`src/rtl/console_sample.sv`:
```
// -----------------------------------------------------------------------------
// console_sample
//   Responder end of the console sample-tick handshake. Each rising edge of the
//   fs strobe is acknowledged with a one-cycle fd pulse so the tick generator
//   can re-arm. When idle, that edge also starts a frame. A frame scans NUM_CH
//   channels over a req/ack ADC interface and streams one word per channel on
//   a valid/ready port. The last word of the frame is flagged with dout_last.
//
//   Optional feature macro: CONSOLE_SAMPLE_HEADER_EN
//     When defined, every frame starts with a header word that carries a frame
//     counter: {8'hA5, frame_cnt[DW-9:0]}. A frame is then NUM_CH+1 words.
//     When undefined, there is no header state and no frame counter, and a
//     frame is NUM_CH words.
//
// Ports
//   clk            system clock
//   rst_n          asynchronous active-low reset
//   work_i         enable; low forces a synchronous abort to idle
//   fs_i           sample strobe (level, may stay high for many cycles)
//   fd_o           fs acknowledge, one-cycle pulse
//   adc_req_o      conversion request, held until adc_ack_i
//   adc_ch_o       channel index, stable while adc_req_o is high
//   adc_ack_i      conversion done, adc_data_i valid in this cycle
//   adc_data_i     conversion result
//   dout_o         stream word
//   dout_valid_o   stream valid, held until dout_ready_i
//   dout_last_o    last word of the frame, qualified by dout_valid_o
//   dout_ready_i   stream backpressure
//   busy_o         frame in progress
//   overrun_o      sticky: an fs edge arrived while busy
//   err_timeout_o  sticky: an ADC conversion timed out
// -----------------------------------------------------------------------------
module console_sample #(
  parameter int NUM_CH  = 8,
  parameter int DW      = 16,
  parameter int CH_W    = 4,
  parameter int TIMEOUT = 255
) (
  input  logic            clk,
  input  logic            rst_n,
  input  logic            work_i,
  input  logic            fs_i,
  output logic            fd_o,
  output logic            adc_req_o,
  output logic [CH_W-1:0] adc_ch_o,
  input  logic            adc_ack_i,
  input  logic [DW-1:0]   adc_data_i,
  output logic [DW-1:0]   dout_o,
  output logic            dout_valid_o,
  output logic            dout_last_o,
  input  logic            dout_ready_i,
  output logic            busy_o,
  output logic            overrun_o,
  output logic            err_timeout_o
);

  typedef enum logic [2:0] {
    S_IDLE,
    S_ACK,
    S_HEAD,
    S_REQ,
    S_PUSH,
    S_DONE
  } state_e;

  localparam logic [7:0]      TMO_LAST = 8'(TIMEOUT - 1);
  localparam logic [CH_W-1:0] CH_LAST  = CH_W'(NUM_CH - 1);

  state_e          state_q, state_d;
  logic            fs_d_q;
  logic            fd_q;
  logic [CH_W-1:0] ch_q, ch_d;
  logic [7:0]      tmo_q, tmo_d;
  logic [DW-1:0]   dout_q, dout_d;
  logic            ovr_q, ovr_d;
  logic            err_q, err_d;
  logic            fs_rise;
  logic            tmo_hit;
  logic            last_ch;

`ifdef CONSOLE_SAMPLE_HEADER_EN
  localparam int FC_W = DW - 8;
  logic [FC_W-1:0] frame_q, frame_d;
`endif

  // A level held high never re-triggers: only the 0->1 transition counts.
  assign fs_rise = fs_i & ~fs_d_q;
  assign tmo_hit = (tmo_q == TMO_LAST);
  assign last_ch = (ch_q == CH_LAST);

  // State register
  always_ff @(posedge clk or negedge rst_n) begin
    if (!rst_n) begin
      state_q <= S_IDLE;
    end else begin
      state_q <= state_d;
    end
  end

  // Next-state logic
  always_comb begin
    state_d = state_q;
    if (!work_i) begin
      state_d = S_IDLE;
    end else begin
      case (state_q)
        S_IDLE: if (fs_rise) state_d = S_ACK;
`ifdef CONSOLE_SAMPLE_HEADER_EN
        S_ACK:  state_d = S_HEAD;
        S_HEAD: if (dout_ready_i) state_d = S_REQ;
`else
        S_ACK:  state_d = S_REQ;
`endif
        // An ack arriving on the timeout cycle still ends the request normally.
        S_REQ:  if (adc_ack_i || tmo_hit) state_d = S_PUSH;
        S_PUSH: if (dout_ready_i) state_d = last_ch ? S_DONE : S_REQ;
        S_DONE: state_d = S_IDLE;
        default: state_d = S_IDLE;
      endcase
    end
  end

  // Output decode
  always_comb begin
    adc_req_o     = (state_q == S_REQ);
    adc_ch_o      = ch_q;
    dout_o        = dout_q;
    dout_valid_o  = (state_q == S_PUSH) || (state_q == S_HEAD);
    dout_last_o   = (state_q == S_PUSH) && last_ch;
    busy_o        = (state_q != S_IDLE);
    fd_o          = fd_q;
    overrun_o     = ovr_q;
    err_timeout_o = err_q;
  end

  // Datapath next-state: channel index, timeout counter, output word, flags
  always_comb begin
    ch_d   = ch_q;
    tmo_d  = tmo_q;
    dout_d = dout_q;
    err_d  = err_q;
    // The DONE cycle still counts as busy, so an edge there is an overrun.
    ovr_d  = ovr_q | (fs_rise && (state_q != S_IDLE));
`ifdef CONSOLE_SAMPLE_HEADER_EN
    frame_d = frame_q;
`endif
    if (!work_i) begin
      ch_d  = '0;
      tmo_d = '0;
      ovr_d = 1'b0;
      err_d = 1'b0;
`ifdef CONSOLE_SAMPLE_HEADER_EN
      frame_d = '0;
`endif
    end else begin
      case (state_q)
        S_ACK: begin
          ch_d  = '0;
          tmo_d = '0;
`ifdef CONSOLE_SAMPLE_HEADER_EN
          dout_d = {8'hA5, frame_q};
`endif
        end
        S_REQ: begin
          if (adc_ack_i) begin
            dout_d = adc_data_i;
            tmo_d  = '0;
          end else if (tmo_hit) begin
            dout_d = '1;
            err_d  = 1'b1;
            tmo_d  = '0;
          end else begin
            tmo_d = tmo_q + 8'd1;
          end
        end
        S_PUSH: begin
          if (dout_ready_i && !last_ch) ch_d = ch_q + CH_W'(1);
        end
`ifdef CONSOLE_SAMPLE_HEADER_EN
        S_DONE: frame_d = frame_q + FC_W'(1);
`endif
        default: ;
      endcase
    end
  end

  // Datapath registers
  always_ff @(posedge clk or negedge rst_n) begin
    if (!rst_n) begin
      fs_d_q <= 1'b0;
      fd_q   <= 1'b0;
      ch_q   <= '0;
      tmo_q  <= '0;
      dout_q <= '0;
      ovr_q  <= 1'b0;
      err_q  <= 1'b0;
`ifdef CONSOLE_SAMPLE_HEADER_EN
      frame_q <= '0;
`endif
    end else begin
      fs_d_q <= fs_i;
      // Every edge is acknowledged, busy or not, so the tick always re-arms.
      fd_q   <= fs_rise & work_i;
      ch_q   <= ch_d;
      tmo_q  <= tmo_d;
      dout_q <= dout_d;
      ovr_q  <= ovr_d;
      err_q  <= err_d;
`ifdef CONSOLE_SAMPLE_HEADER_EN
      frame_q <= frame_d;
`endif
    end
  end

endmodule

```
`config.mk`:
```
export PLATFORM = sky130hd
export DESIGN_NAME = console_sample
export DESIGN_NICKNAME = d
export VERILOG_FILES = /design/src/rtl/console_sample.sv
export SDC_FILE = /design/constraint.sdc
export NUM_CORES = 1
export LEC_CHECK = 0
export BUFFER_PORTS_ARGS = -buffer_cell sky130_fd_sc_hd__buf_2
export CAP_MARGIN = 0
export CORE_MARGIN = 2
export CORE_UTILIZATION = 30
export CTS_BUF_LIST = sky130_fd_sc_hd__clkbuf_8
export DETAILED_ROUTE_END_ITERATION = 16
export PLACE_DENSITY = 0.6
export SLEW_MARGIN = 20
export SYNTH_ARGS = -nofsm -noshare
export SYNTH_HDL_FRONTEND = slang
export SYNTH_SLANG_ARGS = --single-unit
export TNS_END_PERCENT = 50
```
`constraint.sdc`:
```
create_clock -name clk -period 4.3 [get_ports clk]
set_input_delay 0.43 -clock clk [delete_from_list [all_inputs] [get_ports clk]]
set_output_delay 0.43 -clock clk [all_outputs]
set_load 0.01 [all_outputs]
```
-- Word-level counts from Yosys, hierarchy flattened
Index checks and enable logic that the tools add are counted.
- add/sub/neg operators: 2
- multipliers: 0
- divide/modulo/power cells: 0
- magnitude comparators: 0
- eq/ne operators: 15
- shift operators: 0
- multiplexer cells: 20
- bitwise gates (word level): 4
- reduce and logical (&&, ||, !) cells: 13
- operator list (cell ; count):
    $mux W16 ; 2
    $mux W8 ; 3
    $pmux W8 S2 ; 1
    $mux W3 ; 5
    $pmux W3 S4 ; 1
    $reduce_and A3 Y1 ; 3
    $add A8 B1 Y8 const B ; 1
    $eq A8 B8 Y1 const B ; 1
    $mux W4 ; 2
    $pmux W4 S2 ; 1
    $eq A3 B2 Y1 const B ; 2
    $ne A3 B1 Y1 const B ; 2
    $ne A3 B2 Y1 const B ; 2
    $ne A3 B3 Y1 const B ; 2
    $mux W1 ; 5
    $add A4 B1 Y4 const B ; 1
    $eq A4 B3 Y1 const B ; 1
    $ne A2 B1 Y1 const B ; 2
    $eq A3 B1 Y1 const B ; 1
    $eq A3 B3 Y1 const B ; 1
    $logic_and A1 B1 Y1 ; 3
    $logic_not A3 Y1 ; 1
    $reduce_bool A3 Y1 ; 1
    $and A1 B1 Y1 ; 2
    other kinds (7) ; 8
- register bits after elaboration: 35
- latch bits: 0
- bits in writable memories: 0
- memory bits (read-only): 0
- input port bits: 22
- output and inout bits: 27
- word-level logic and storage cells: 62
- memories: 0

-- Longest topological paths before layout
- word-level depth: 6
- gate-level depth with buffers: 7
- gate-level depth less buffers: 6

-- Worst setup path after synthesis
Ideal clock, no wire load.
- path type: flip-flop to output port
- start point: register ch_q[0] (netlist: adc_ch_o[0])
- end point: output port dout_last_o
- arrival: 1.291 ns
- required time: 3.870 ns
- slack: 2.579 ns
- cell stages (with the launch flop): 4
- path buffers: 0
- cell sequence: dfrtp_1 > ha_1 > nand3b_1 > nor4b_1
- cells in the longest elaborated chain, start to end: 2
- RTL lines (what ; RTL line ; source):
    start, declared ; 72 ; logic [CH_W-1:0] ch_q, ch_d;
    start signal, assigned ; 204 ; ch_q <= ch_d;
    $eq A4 B3 Y1 ; 89 ; assign last_ch = (ch_q == CH_LAST);
    $logic_and A1 B1 Y1 ; 129 ; dout_last_o = (state_q == S_PUSH) && last_ch;
    end, declared ; 50 ; output logic dout_last_o,
No other way between the ends.

-- Worst setup path after layout
Same ends and word-level chain as after synthesis.

==> impl_metrics.json <==
{
  "first_global_vias": 1233,
  "ir_worst_vdd_uv": 158,
  "netSwitchingFraction_pct": 33.8,
  "worst_clock_skew_ns": 0.0101,
  "post_place_instance_area_mm2": 0.00193,
  "routedWlPerCell_um": 12.8,
  "cts_inserted_buffers": 5,
  "pre_cts_slack_ns": 2.30,
  "synth-seq-area-share_pct": 53.3,
  "synth-main-ff-cell": "dfrtp_1",
  "power_frac_seq_pct": 44.7,
  "rsz_0062_raised_after_global_routing": "no",
  "clock_path_buffers": 2,
  "most_common_cell_after_layout_fill_and_taps_aside": "buf_2",
  "crit_path_largest_cell_delay_ns": 0.41,
  "number_of_buffers_inserted_by_hold_repair_at_cts": 0,
  "timing.final.ws_setup_ns": 2.26,
  "synth_enable_flop_cells": 0,
  "worst_case_hold_slack_ns": 0.223,
  "cts.reportedPaths.clkPinSlew_ns": 0.08,
  "die-width_um": 78,
  "vias_per_cell": 4.82,
  "critical_path_class": "register to primary output",
  "worst_path_max_delay_cell": "dfrtp_1",
  "internal_power_mw": 0.704,
  "wl_um": 3500,
  "cp.buffers_inverters": 1,
  "cts.root.buffer_cell": "clkbuf_8",
  "postLayoutCoreUtil_pct": 38.9,
  "floorplan.die.height_um": 78,
  "p_sw_mw": 0.359,
  "cp-end-kind": "primary output",
  "post_synthesis_register_bit_count": 35,
  "vias": 1310,
  "grt_pass1_wl_um": 5950,
  "antenna_found_initial": 0,
  "layout_worst_path_cycle_share_pct": 47.5,
  "path_delay_family": "simple AND/OR/NAND/NOR gates",
  "slew_headroom_pct": 46.9,
  "design.core.area_mm2": 0.00520,
  "status": "complete, no violations",
  "clock_latency_ns": 0.29,
  "syn_avg_cell_area_um2": 10.9,
  "pin_count": 49,
  "final_cell_area_mm2": 0.00202,
  "syn_to_final_growth_pct": 23.2,
  "final.min_clock_period_ns": 2.04,
  "drc": 0,
  "clock.fmax_mhz": 489,
  "global_route.usage.total_pct": 12.3,
  "crit_arrival_ns": 1.61,
  "fp.dieArea_mm2": 0.00608,
  "share_of_synthesized_flip_flops_with_an_asynchronous_set_or_reset_pct": 100,
  "pwr-share-clk_pct": 22.5,
  "min-delay-path-class": "input port to async pin",
  "maxCapViolations": 0,
  "floorplan.rows": 26,
  "cts-htree-levels": 2,
  "post_cts.repair.setup_buffers": 0,
  "n_diodes": 0,
  "start_util_pct": 31.6,
  "crit_fanout": 6,
  "combinationalPowerShare_pct": 32.8,
  "synthesis.yosys.warnings": 0,
  "dp_hpwl_um": 2430,
  "tritoncts_clock_tree": "built",
  "mappedNetlistArea_mm2": 0.00164,
  "gpl.final_weighted_congestion": 0.745,
  "port_buffers": 48,
  "clkSinkCount": 35,
  "power_per_cell_area_mw_per_mm2": 525,
  "final_layout_size_suffix_gt1_share_pct": 30.7,
  "setup-violations-final": 0,
  "synth_nets": 176,
  "cp_cell_sequence": "ha_1, nand3b_1, nor4b_1, buf_2",
  "drt_iter0_markers": 60,
  "route.antenna.remaining_nets": 0,
  "post_cts_resize_count": 0,
  "detailedRoute.firstPassIterationCount": 4,
  "timing.critical_path.required_ns": 3.87,
  "final_nets": 226,
  "worst_slew_pin_slew_ns": 0.796,
  "most_used_cells_in_the_layout_excluding_fill_and_tap_cells": "buf_2 (48), dfrtp_1 (35), o22a_1 (16)",
  "cellLeakagePower_nw": 1.02,
  "setup_total_negative_slack_ns": 0,
  "report.final.slew_viol_count": 0,
  "grt_start_max_net_pins": 36,
  "worstSetupStartpointType": "register",
  "synth_cell_types": 43,
  "synth_cells": 151,
  "finalHoldViolCount": 0,
  "global_route.overflow_total": 0
}
==> synth_stat cells, types with 3 or more instances <==
master     n  area share, %
a21oi_1    8            2.4
a31oi_1    3            1.1
buf_4      3            1.4
dfrtp_1   35             53
ha_1       3            2.3
inv_1     13            3.0
nand2_1    8            1.8
nand2b_1   3            1.1
nand3_1    4            1.2
nor2_1     8            1.8
o21ai_0    3           0.91
o21ai_1    5            1.5
o22a_1    16            8.5
or3_1      5            1.9
==> metrics by stage <==
stage	std cells	power [mW]
floorplan	151	0.717
global placement	264	0.829
detailed placement	264	0.836
CTS	272	1.08
global route	272	1.14
finish	272	1.06
==> sequential cells by signal, indices dropped and copies added (netlist names) <==
name and cells:
fd_o 1, tmo_q 8, fs_d_q 1, overrun_o 1
dout_o 16, state_q 3, err_timeout_o 1, adc_ch_o 4
==> path summary, 6_finish.rpt <==
kind | start | slack (ns) | to | depth (start not counted)
worst min register to register | overrun_o | 0.49 | overrun_o | 2
worst max register to register | state_q[2] | 2.41 | dout_o[13] | 3
worst max-delay path | adc_ch_o[0] | 2.26 | dout_last_o | 4
worst min-delay path | rst_n | 0.22 | tmo_q[6] | 1
min in group clk | fs_i | 0.27 | fs_d_q | 1
max in group asynchronous | rst_n | 3.58 | dout_o[13] | 1
==> power by group through the flow <==
stage / clock network (mW) / registers, mW / logic (mW)
after floorplan: 0 / 0.495 / 0.222
after global placement: 0 / 0.485 / 0.344
after detailed placement: 0 / 0.483 / 0.353
after CTS: 0.249 / 0.476 / 0.353
after global routing: 0.269 / 0.489 / 0.382
final: 0.240 / 0.476 / 0.348
==> layout make-up <==
type | count | area, um^2
Sequential cell | 35 | 876
Inverter | 13 | 48.8
Multi-Input combinational cell | 98 | 683
Clock buffer | 5 | 68.8
Clock inverter | 3 | 20.0
Timing Repair Buffer | 48 | 240
Tap cell | 70 | 87.6
Fill cell | 544 | 3180
==> per-layer routing <==
metal,vias to the layer above,part of all wire (%),GRT usage [%]
met1,614,50,16.8
li1,648,-,-
met3,6,7.0,4.42
met5,-,0,0
met4,0,1.5,4.21
met2,42,41,17.8
==> cell families (layout without fill, tap and decap cells) <==
kind of cell | count (synthesis) | in the layout | synth area share (%)
xor+xnor | 1 | 1 | 0.533
fa+ha+maj | 3 | 3 | 2.29
simple gates | 47 | 47 | 17.4
mux | 2 | 2 | 1.22
compound gates | 45 | 45 | 20.0
flops | 35 | 35 | 53.3
buf+inv | 18 | 69 | 5.25
==> worst reg2reg max path, delay by kind of cell (launching register included) <==
| kind | cells | cell delay (ns) |
|---|---|---|
| and+or+nand+nor | 2 | 0.92 |
| DFF | 1 | 0.48 |
| AOI/OAI and AO/OA | 1 | 0.38 |
(Power assumes the default switching activity.)
